`config.mk`:
```
export PLATFORM = sky130hd
export DESIGN_NAME = data_inf_rr_arbiter
export DESIGN_NICKNAME = d
export VERILOG_FILES = /design/src/rtl/data_inf_arb_pkg.sv /design/src/rtl/data_inf_rr_pick.sv /design/src/rtl/data_inf_rr_arbiter.sv
export SDC_FILE = /design/constraint.sdc
export NUM_CORES = 1
export LEC_CHECK = 0
export CORE_MARGIN = 2
export CORE_UTILIZATION = 38
export CTS_CLUSTER_SIZE = 20
export DETAILED_ROUTE_END_ITERATION = 10
export GPL_TIMING_DRIVEN = 0
export PLACE_DENSITY = 0.78
export SLEW_MARGIN = 20
export SYNTH_ARGS = -nofsm -noshare
export SYNTH_HDL_FRONTEND = slang
export SYNTH_HIERARCHICAL = 1
export SYNTH_SLANG_ARGS = --single-unit
```
`constraint.sdc`:
```
create_clock -name clock -period 2.2 [get_ports clock]
set_input_delay 0.33 -clock clock [delete_from_list [all_inputs] [get_ports clock]]
set_output_delay 0.33 -clock clock [all_outputs]
set_load 0.03 [all_outputs]
```
`src/rtl/data_inf_arb_pkg.sv`:
```
// Shared types and helpers for the round-robin stream arbiter.
// Latency: n/a (types, constants and a combinational helper only).
// Backpressure: n/a.
package data_inf_arb_pkg;

   typedef enum logic {
      IDLE  = 1'b0,
      GRANT = 1'b1
   } arb_state_e;

   localparam int STAT_W  = 16;
   // Widest requester vector rr_next can search (index fits in 5 bits).
   localparam int MAX_REQ = 32;

   // Next requester with its bit set in req, searching from last+1 upward
   // and wrapping at num. Returns last when nothing is requesting.
   function automatic int rr_next(input logic [MAX_REQ-1:0] req,
                                  input int                 last,
                                  input int                 num);
      int res;
      int idx;
      res = last;
      idx = 0;
      // Walk the largest offset first so the nearest requester wins.
      for (int k = MAX_REQ; k >= 1; k--) begin
         if (k <= num) begin
            idx = (last + k) % num;
            if (req[idx[4:0]]) begin
               res = idx;
            end
         end
      end
      return res;
   endfunction

endpackage

```
`src/rtl/data_inf_rr_pick.sv`:
```
// Round-robin pick: first valid requester after last_grant, wrapping at NUM.
// Latency: purely combinational.
// Backpressure: none; the caller decides when the pick is registered.
module data_inf_rr_pick
   import data_inf_arb_pkg::*;
#(
   parameter  int NUM = 4,
   localparam int GW  = (NUM > 1) ? $clog2(NUM) : 1
)(
   input  logic [NUM-1:0] s_valid,
   input  logic [GW-1:0]  last_grant,
   output logic [GW-1:0]  pick_idx,
   output logic           pick_vld
);

   logic [MAX_REQ-1:0] req_ext;

   // Zero-extend the request vector and rotate-search it from last_grant+1.
   always_comb begin
      req_ext          = '0;
      req_ext[NUM-1:0] = s_valid;
      pick_idx         = GW'(rr_next(req_ext, int'(last_grant), NUM));
      pick_vld         = |s_valid;
   end

endmodule

```
`src/rtl/data_inf_rr_arbiter.sv`:
```
// Round-robin arbiter with per-grant burst limit feeding one registered output slot.
// Latency: s_valid in IDLE -> s_ready next cycle -> beat on m_data the cycle after; one IDLE cycle per grant change.
// Backpressure: s_ready of the granted requester follows (!m_valid || m_ready); DATA_INF_RR_ARB_STAT_EN adds grant_cnt.
module data_inf_rr_arbiter
   import data_inf_arb_pkg::*;
#(
   parameter  int NUM   = 4,
   parameter  int DSIZE = 18,
   parameter  int BURST = 8,
   localparam int GW    = (NUM > 1) ? $clog2(NUM) : 1
)(
   input  logic                       clock,
   input  logic                       rst_n,
   input  logic [DSIZE-1:0]           s_data [NUM-1:0],
   input  logic [NUM-1:0]             s_valid,
   output logic [NUM-1:0]             s_ready,
   output logic [DSIZE-1:0]           m_data,
   output logic                       m_valid,
   input  logic                       m_ready,
   output logic [GW-1:0]              curr_grant,
   output logic                       busy
`ifdef DATA_INF_RR_ARB_STAT_EN
   ,
   output logic [NUM-1:0][STAT_W-1:0] grant_cnt
`endif
);

   localparam int BW = $clog2(BURST + 1);

   arb_state_e       state_q, state_d;
   logic [GW-1:0]    last_grant_q, last_grant_d;
   logic [GW-1:0]    curr_grant_q, curr_grant_d;
   logic [BW-1:0]    beat_cnt_q, beat_cnt_d;
   logic             m_valid_q, m_valid_d;
   logic [DSIZE-1:0] m_data_q, m_data_d;

   logic [GW-1:0]    pick_idx;
   logic             pick_vld;
   logic             slot_free;
   logic             grant_vld;
   logic             accept;

   data_inf_rr_pick #(.NUM(NUM)) u_pick (
      .s_valid    (s_valid),
      .last_grant (last_grant_q),
      .pick_idx   (pick_idx),
      .pick_vld   (pick_vld)
   );

   // Only the granted requester sees ready, and only when the output slot can take a beat.
   always_comb begin
      slot_free = !m_valid_q || m_ready;
      grant_vld = s_valid[curr_grant_q];
      s_ready   = '0;
      if (state_q == GRANT) begin
         s_ready[curr_grant_q] = slot_free;
      end
      accept = (state_q == GRANT) && slot_free && grant_vld;
   end

   // Arbitration FSM: pick in IDLE, release on full burst or on an idle requester that could have sent.
   always_comb begin
      state_d      = state_q;
      last_grant_d = last_grant_q;
      curr_grant_d = curr_grant_q;
      beat_cnt_d   = beat_cnt_q;
      case (state_q)
         IDLE: begin
            if (pick_vld) begin
               state_d      = GRANT;
               curr_grant_d = pick_idx;
               last_grant_d = pick_idx;
               beat_cnt_d   = '0;
            end
         end
         GRANT: begin
            if (accept) begin
               beat_cnt_d = beat_cnt_q + 1'b1;
               if (beat_cnt_q == BW'(BURST - 1)) begin
                  state_d = IDLE;
               end
            end else if (slot_free && !grant_vld) begin
               // A stalled output never releases here: slot_free is low then.
               state_d = IDLE;
            end
         end
         default: state_d = IDLE;
      endcase
   end

   // Output slot: load on accept, otherwise empty it once the sink takes the beat.
   always_comb begin
      m_valid_d = m_valid_q;
      m_data_d  = m_data_q;
      if (accept) begin
         m_valid_d = 1'b1;
         m_data_d  = s_data[curr_grant_q];
      end else if (m_ready) begin
         m_valid_d = 1'b0;
      end
   end

   // State and datapath registers; last_grant starts at NUM-1 so requester 0 wins first.
   always_ff @(posedge clock or negedge rst_n) begin
      if (!rst_n) begin
         state_q      <= IDLE;
         last_grant_q <= GW'(NUM - 1);
         curr_grant_q <= '0;
         beat_cnt_q   <= '0;
         m_valid_q    <= 1'b0;
         m_data_q     <= '0;
      end else begin
         state_q      <= state_d;
         last_grant_q <= last_grant_d;
         curr_grant_q <= curr_grant_d;
         beat_cnt_q   <= beat_cnt_d;
         m_valid_q    <= m_valid_d;
         m_data_q     <= m_data_d;
      end
   end

   assign m_valid    = m_valid_q;
   assign m_data     = m_data_q;
   assign curr_grant = curr_grant_q;
   assign busy       = (state_q == GRANT);

`ifdef DATA_INF_RR_ARB_STAT_EN
   logic [NUM-1:0][STAT_W-1:0] grant_cnt_q, grant_cnt_d;

   // Count each new grant against the requester that won it; wraps naturally.
   always_comb begin
      grant_cnt_d = grant_cnt_q;
      if ((state_q == IDLE) && pick_vld) begin
         grant_cnt_d[pick_idx] = grant_cnt_q[pick_idx] + 1'b1;
      end
   end

   // Statistics registers.
   always_ff @(posedge clock or negedge rst_n) begin
      if (!rst_n) begin
         grant_cnt_q <= '0;
      end else begin
         grant_cnt_q <= grant_cnt_d;
      end
   end

   assign grant_cnt = grant_cnt_q;
`endif

endmodule

```
### Yosys cells after proc, flatten, opt, wreduce, memory -nomap -nowiden

Index checks and enable logic that the tools add are counted.

* bits in registers: 28
* bits of input ports: 79
* logic and storage cells: 70

* $add $sub $neg: 5
* $lt $le $gt $ge: 6
* eq/ne operators: 3
* muxes and demuxes: 29
* bitwise logic cells: 6
* reduce and logical (&&, ||, !) cells: 15

Operators by type and width (count)
* binary-select mux 18 bit (select 2 bit): 1
* < comparator 5 x 6 -> 1 bit, second input constant: 4
* two-way mux 18 bit: 1
* binary-select mux 1 bit (select 3 bit): 4
* two-way mux 1 bit: 12
* two-way mux 4 bit: 3
* two-way mux 2 bit: 4
* one-hot mux 4 bit (2 select lines): 1
* OR reduction 2 bit: 4
* adder 2 x 1 -> 2 bit, second input constant: 2
* adder 2 bit, second input constant: 2
* adder 4 x 1 -> 4 bit, second input constant: 1
* bitwise AND 1 bit, first input constant: 4
* bitwise AND 4 bit: 1
* equality test 4 x 3 -> 1 bit, second input constant: 1
* logical AND 1 bit: 4
* AND reduction 2 bit: 2
* OR reduction 4 bit: 1
* < comparator 2 x 3 -> 1 bit, second input constant: 1
* binary-select mux 1 bit (select 2 bit): 1
* demux 1 bit (select 2 bit): 1
* >= comparator 2 x 1 -> 1 bit, second input constant: 1
* logical NOT 1 bit: 2
* != test 2 x 1 -> 1 bit, second input constant: 1
* other kinds (5): 5

### Depth between registers and ports, before layout

Gate-level depths: netlist of the first run.

* depth after elaboration: 9
* depth in mapped cells: 6
* mapped depth without buffers: 6

### Modules after synthesis

Netlist of the first run, hierarchy kept.

By module, submodules not included
* data_inf_rr_arbiter: times used 1, cells each 113, area each 1670.4 um^2, seq. area each 703.2 um^2
* data_inf_rr_pick: times used 1, cells each 14, area each 72.6 um^2, seq. area each 0.0 um^2

### Worst setup path after synthesis of the first run

No wires, ideal clock.

* path type: register -> output
* start: register curr_grant_q[1], in the netlist curr_grant[1]
* end: output s_ready[2]
* data arrival time: 1.707 ns
* setup slack: 0.163 ns
* cell stages (with the launch flop): 4
* path buffers: 1
* path through: dfrtp_1 -> buf_1 -> inv_1 -> nor3_1

* longest elaborated chain between the ends: 6
* elaborated cells between the ends (all ways): 7
* those cells by class: 2 x order compare; 3 x mux; 1 x bitwise; 1 x reduce/logical

RTL lines
* start, declared: line data_inf_rr_arbiter.sv:32 `logic [GW-1:0] curr_grant_q, curr_grant_d;`
* start signal, assigned: line data_inf_rr_arbiter.sv:115 `curr_grant_q <= curr_grant_d;`
* < comparator 2 x 3 -> 1 bit (implied by the code) or >= comparator 2 x 1 -> 1 bit (tied branches): line data_inf_rr_arbiter.sv:56 `s_ready[curr_grant_q] = slot_free;`
* logical AND 1 bit (implied by the code): line data_inf_rr_arbiter.sv:56
* two-way mux 1 bit (implied by the code): line data_inf_rr_arbiter.sv:56
* demux 1 bit (select 2 bit) *: line data_inf_rr_arbiter.sv:56
* bitwise AND 4 bit (no line) *
* two-way mux 4 bit *: line data_inf_rr_arbiter.sv:55 `if (state_q == GRANT) begin`
* end, declared: line data_inf_rr_arbiter.sv:16 `output logic [NUM-1:0] s_ready,`

Every way passes the cells marked *; elsewhere a longest branch is shown, timed or not.

### Worst setup path in the final report of the first run

* start: input m_ready
* end: output s_ready[0]

* longest elaborated chain between the ends: 3

RTL lines
* start, declared: line data_inf_rr_arbiter.sv:19 `input logic m_ready,`
* logical OR 1 bit: line data_inf_rr_arbiter.sv:52 `slot_free = !m_valid_q || m_ready;`
* bitwise AND 4 bit (no line)
* two-way mux 4 bit: line data_inf_rr_arbiter.sv:55

Every way passes these cells.

==> metrics.txt, run 1 <==
final setup vio count=0; mux contribution to synthesized area=39.77%; largest family of logic cells by synthesized area=multiplexers; final wirelength=4.908 mm; MaxCap Viol Count=0; total CTS buffers=3; period utilization=94.33%; Global Route Usage Sum=19.62%; die width=71.73 um; status=finished, final reports clean; vias in the first global route=1599; crit path max fanout=6; row cnt=24; starting density of the core=39.75%; Cells after Synth=127; Final Skew=5.715 ps; #FFs+latches synth=28; Congestion Overflow GR=0; minimum clock period=2075 ps; worst-path cell chain=clkdlybuf4s50_1, nand2b_1, nand2_1, nor3_1, dlygate4sd2_1; Clock H-tree levels=1; CTS tree=yes; Post-Synth Adder-Cell Area=0.7179%; Max rail drop VDD=0.0007914 V; leading area contributor after synthesis=dfrtp_1; Detailed Routing Iterations Pass 1=4; largest cells by area after synthesis=dfrtp_1 37%, mux4_2 25%, mux2_4 12%, nand2_1 3.4%, dfstp_2 3.0%; post-synthesis xor/xnor area fraction=0.5025%; CP max stage cell=clkdlybuf4s50_1; Final ANT Viol Nets=0; layout cells sized above 1=22.13%; RSZ-0062 raised after global routing=no; Die Area=5144 um2; Die Y-Extent=71.73 um; Buf/Inv on CP=2; Port-buffer cells=104; drt wl/cell=17.10 um; Nets=316; top cell type's share of synthesized area=37.33%; multi-input logic area=957.2 um2; post-place setup slack=-183.6 ps; antenna cell count=0; Worst path max stage delay=450 ps; ys flop type=dfrtp_1; worst path required time=1870 ps; WS Path Type=primary input to output port; EDFF count, synth=0; Vias per Instance=5.275; Sequential Area=703.2 um2; Final Hold Fails=0; io pins=105; worst slew margin relative to its limit=59.62%; Cell Area, Synth=1743 um2; Seq/Total Area, Yosys=40.34%; GPL Wtd Cong=0.7948; largest net degree at the start of global routing=29; CTS Sinks=28; Fmax achieved=481.9 MHz; initial antenna violation count=0; most common cell in the netlist=dfrtp_1; fill count=349; syn_nets=207; CTS clk-pin slew, worst paths=100 ps; Synth Area per Inst=13.72 um2; CP startpoint kind=primary input; final worst slack=124.8 ps; simple-gate share of the synthesized area=9.261%; fin area=2915 um2; Post-DP Area=2844 um2; Crit path max-delay family=buffers and inverters; first-pass GRT wire length=7.900 mm; detailed router's first-iteration violation count=33; synth warn=6; CTS Buffer Depth=2; Arrival @ worst endpoint=1750 ps; Skew-Pair Late Insertion Delay=280 ps; Commonest cells post-synth=26 x dfrtp_1, 19 x mux4_2, 16 x nand2_1; Core Box Area=4384 um2; Leak=0.001226 uW; area added between synthesis and finish=67.27%; via total after detailed routing=1514; power per cell area=1352 nW/um2; compound-gate portion of the synthesized area=4.666%; clk root buf=clkbuf_8; CP Capture Type=output port; Slew Viols, Final=0; ys async rst share=100.0%; Setup Buffers After CTS=0; detailed-route DRC error count=0; worst slew pin tran=605.7 ps; library cells used by synthesis=29; Worst Hold Class=primary input to async pin; post-DP HPWL=3.813 mm
## layout make-up
cell class                      instances  area share (%)
Buffer                                  8           2.489
Tap cell                               52           2.232
Inverter                                4          0.5150
Multi-Input combinational cell         87           32.83
Sequential cell                        28           24.12
Clock buffer                            3           1.416
Timing Repair Buffer                  104           35.36
Clock inverter                          1           1.030
## sequential cells by signal, indices dropped and copies added, names as in the netlist
name,cells
last_grant_q,2
busy,1
m_valid,1
curr_grant,2
m_data,18
beat_cnt_q,4
## timing repair
item / 4_1_cts / 5_1_grt
hold buffers: 0 / 0
setup endpoints to repair: 4 / 2
gates resized for setup: 5 / 5
## worst reg2reg max path, cell delays in order (launching register included)
cell and delay [ps]:
dfrtp_1 370, buf_6 130, mux4_2 580, nand3_4 180
buf_8 160, mux2_4 310
## where the power goes
| part | total [uW] | leakage, uW | internal [uW] | switching, uW |
|---|---|---|---|---|
| logic | 2580 | 0.000858 | 1360 | 1220 |
| clock network | 407 | 0.0000357 | 244 | 164 |
| registers | 955 | 0.000332 | 785 | 170 |
| total | 3940 | 0.00123 | 2390 | 1550 |
## path summary, 6_finish.rpt
check,from,to,slack (ps),cells after the start
max,m_ready,s_ready[0],120,5
min,rst_n,m_data[17],50,1
max reg2reg,curr_grant[0],m_data[2],360,5
min reg2reg,last_grant_q[0],last_grant_q[0],500,2
max in group asynchronous,rst_n,curr_grant[0],1750,1
min in group clock,last_grant_q[0],last_grant_q[0],500,2
## metrics by stage
stage                     util (%)  total power (uW)  hold slack [ps]  setup TNS [ps]  cells
after floorplan                  -              2703            34.41               0    127
after global placement       64.98              3537            473.5          -564.6    283
after detailed placement     64.87              3566            379.7          -587.3    283
after CTS                    66.41              3970            71.42               0    287
after global routing         66.50              4183            90.12               0    287
final                        66.50              3941            49.47               0    287
## cells by family after synthesis
logic type	after synthesis
XOR/XNOR	1
multiplexers	38
adder cells (fa/ha/maj)	1
buffers and inverters	12
AND/OR/NAND/NOR	34
AO/OA/AOI/OAI	13
flip-flops	28
## metal layers
| metal | GRT usage (%) | part of all wire (%) | up-vias |
|---|---|---|---|
| met1 | 25.07 | 42 | 740 |
| met4 | 3.564 | 0.67 | 0 |
| met5 | 0 | 0 | - |
| met3 | 6.048 | 9.3 | 4 |
| li1 | - | - | 699 |
| met2 | 33.33 | 48 | 71 |
## cell usage in the layout (no fill, tap or decap), drive strengths merged
cell type / count
o21ai: 4
ha: 1
a32oi: 1
a31oi: 2
buf: 6
o211ai: 2
inv: 4
dfrtp: 26
nor3b: 1
nor3: 3
clkdlybuf4s50: 99
nand2b: 3
bufinv: 1
dlygate4sd2: 3
dfstp: 2
clkbuf: 6
mux4: 19
mux2i: 1
xnor2: 1
o31ai: 1
nand3: 5
nor2: 6
dlygate4sd1: 1
a21oi: 2
nand2: 16
mux2: 18
a21o: 1
Note: power is estimated with default switching activity, not from simulation.
==> run 2: changes to the inputs <==
- CORE_UTILIZATION: 38 -> 34
- PLACE_DENSITY: 0.78 -> 0.73
- clock period: 2.2 -> 1.8 ns (I/O delays scaled with it)
==> run 2 against run 1 <==
  * Final cell count increased by 9.4%
  * Clock skew is 1.4 ps higher
  * Worst hold slack got worse by 35 ps
  * The run now ends with negative setup slack left
  * Critical path type is now flip-flop to flip-flop
  * Via count grew 0.92%
  * Critical path depth unchanged
  * Worst setup slack lost 120 ps
  * Clock-buffer cell count grew 1
  * Sequential cell count is the same
  * Wire length shrank 2.0%
==> metrics.txt, run 2 (synthesis gave the netlist of run 1 again) <==
status=complete, but fails checks (was finished, final reports clean); failing checks=negative setup slack; CTS tree=yes (unchanged); Net Sw Power=1944 uW (was 1552 uW); Die Area=5715 um2 (was 5144 um2); worst slew pin tran=645.4 ps (was 605.7 ps); die width=75.60 um (was 71.73 um); post-DP HPWL=3.732 mm (was 3.813 mm); Clock H-tree levels=1 (unchanged); commonest cells after routing, fill and taps aside=98 x clkdlybuf4s50_1, 25 x dfrtp_1, 19 x mux4_2 (was 99 x clkdlybuf4s50_1, 26 x dfrtp_1, 19 x mux4_2); layout cells sized above 1=28.69% (was 22.13%); Arrival @ worst endpoint=1960 ps (was 1750 ps); Max rail drop VDD=0.0008206 V (was 0.0007914 V); CP startpoint kind=flip-flop (was primary input); fill count=454 (was 349); Met2 Wirelength=2.503 mm (was 2.344 mm); row cnt=26 (was 24); RSZ-0062 raised after global routing=yes (was no); Congestion Overflow GR=0 (unchanged); crit path max fanout=5 (was 6); clk root buf=clkbuf_8 (unchanged); Critical path origin=curr_grant[0] (was m_ready); final setup vio count=1 (was 0); worst reg2reg path startpoint=curr_grant[0] (unchanged); vias in the first global route=1535 (was 1599); internal cell power=3070 uW (was 2389 uW); Max Used Layer=met4 (unchanged); detailed-route DRC error count=0 (unchanged); Vias per Instance=4.866 (was 5.275); Slew Viols, Final=0 (unchanged); Fmax achieved=555.5 MHz; CTS Buffer Depth=2 (unchanged); Post-Layout Cell Count=314 (was 287); Core Box Area=5010 um2 (was 4384 um2); initial antenna violation count=0 (unchanged); starting density of the core=34.79% (was 39.75%); Post-Place Cells=301 (was 283); detailed router's first-iteration violation count=25 (was 33); largest net degree at the start of global routing=29 (unchanged); Final ANT Viol Nets=0 (unchanged); Final Hold Fails=0 (unchanged); part of the power in registers=23.5% (was 24.2%); CTS clk-pin slew, worst paths=100 ps (about the same); fin area=3045 um2 (was 2915 um2); MaxCap Viol Count=0 (unchanged); power per cell area=1646 nW/um2 (was 1352 nW/um2); DRT met1 WL=1.861 mm (was 2.072 mm); Final Skew=7.067 ps (was 5.715 ps); area added between synthesis and finish=74.73% (was 67.27%); number of flip-flops in the largest register=18 (unchanged); Detailed Routing Iterations Pass 1=4 (unchanged); Die Y-Extent=75.60 um (was 71.73 um); first-pass GRT wire length=6.920 mm (was 7.900 mm); worst path required time=1960 ps (was 1870 ps); GPL Wtd Cong=0.7382 (was 0.7948); Sequential Area=704.4 um2 (was 703.2 um2); Global Route Usage Sum=15.76% (was 19.62%); Fin Hold WS=14.28 ps (was 49.47 ps); Nets=325 (was 316); Worst Hold Class=primary input to async pin (unchanged); final worst slack=-0.06883 ps (was 124.8 ps); most common cell after layout, fill and taps aside=clkdlybuf4s50_1 (unchanged); worst slew margin relative to its limit=56.98% (was 59.62%); io pins=105 (unchanged); Post-DP Area=2878 um2 (was 2844 um2); Port-buffer cells=104 (unchanged); drt wl/cell=15.32 um (was 17.10 um); Skew-Pair Late Insertion Delay=270 ps (was 280 ps); CP Capture Type=flip-flop (was output port); switching share of power=38.78% (was 39.38%); setup TNS=-0.06883 ps (was 0 ps); period utilization=100.0%; WL met3=385 um (was 458 um); minimum clock period=1800 ps; via total after detailed routing=1528 (was 1514); WS Path Type=flip-flop to flip-flop (was primary input to output port); Comb pwr share=68.7% (was 65.4%); antenna cell count=0 (unchanged); multi-input logic area=984.7 um2 (was 957.2 um2); Leak=0.001301 uW (was 0.001226 uW); total CTS buffers=3 (unchanged); final wirelength=4.812 mm (was 4.908 mm); CTS Sinks=28 (unchanged); Clk pwr share=7.8% (was 10.3%)
-- run 2: changes by cell type in the layout (fill, tap and decap cells not counted), sizes merged --
cell,before,now
buf,6,19
dlygate4sd2,3,0
bufinv,1,0
clkbuf,6,7
clkdlybuf4s50,99,98
dlygate4sd1,1,0
dlymetal6s2s,0,1
-- run 2: what timing repair did --
item | in CTS | in global routing
endpoints found under the hold margin | 0 | 0
pin swaps | 1 | 1
setup endpoints to repair | 18 | 20
hold buffers | 0 | 0
gates resized for setup | 21 | 14
cloned | 0 | 1
setup buffers | 2 | 6
-- run 2: final timing paths --
path                              endpoint  cells after the start  slack (ps)
max                              m_data[1]                      5       -0.07
min                          beat_cnt_q[2]                      1          10
max reg2reg                      m_data[1]                      5       -0.07
min reg2reg                last_grant_q[0]                      2         500
max in group asynchronous    curr_grant[0]                      1        1340
min in group clock         last_grant_q[0]                      5         450
-- run 2: final cells by class --
type	instances	area share, %
flip-flops and latches	28	23.13
repair buffers	113	36.65
inverters	4	0.4930
plain buffers	8	2.712
well taps	70	2.876
clock buffers	4	1.808
multi-input cells	87	32.33
-- run 2: power by group through the flow --
stage | combinational (uW) | clock [uW] | sequential, uW
finish | 3440 | 391 | 1180
global route | 3660 | 425 | 1220
CTS | 3270 | 411 | 1180
detailed placement | 3190 | 0 | 1190
global placement | 3160 | 0 | 1180
floorplan | 1660 | 0 | 1660
-- run 2: through the flow --
stage,worst slack [ps],util [%],power [uW]
after floorplan,-52.87,-,3322
after global placement,-446.2,57.54,4336
after detailed placement,-424.6,57.44,4376
after CTS,-22.06,59.14,4856
after global routing,-47.48,60.79,5303
final,-0.06883,60.79,5014
-- run 2: routing by layer --
| layer | global-route usage (%) | vias up |
|---|---|---|
| li1 | - | 716 |
| met1 | 18.90 | 748 |
| met2 | 28.99 | 58 |
| met3 | 3.307 | 6 |
| met4 | 3.509 | 0 |
| met5 | 0 | - |
-- run 2: worst max-delay path, stage by stage (launching register included) --
cell and delay, ps:
dfrtp_2 380, buf_6 110, mux4_2 550, nand3_4 170, clkbuf_16 180, mux2_4 290
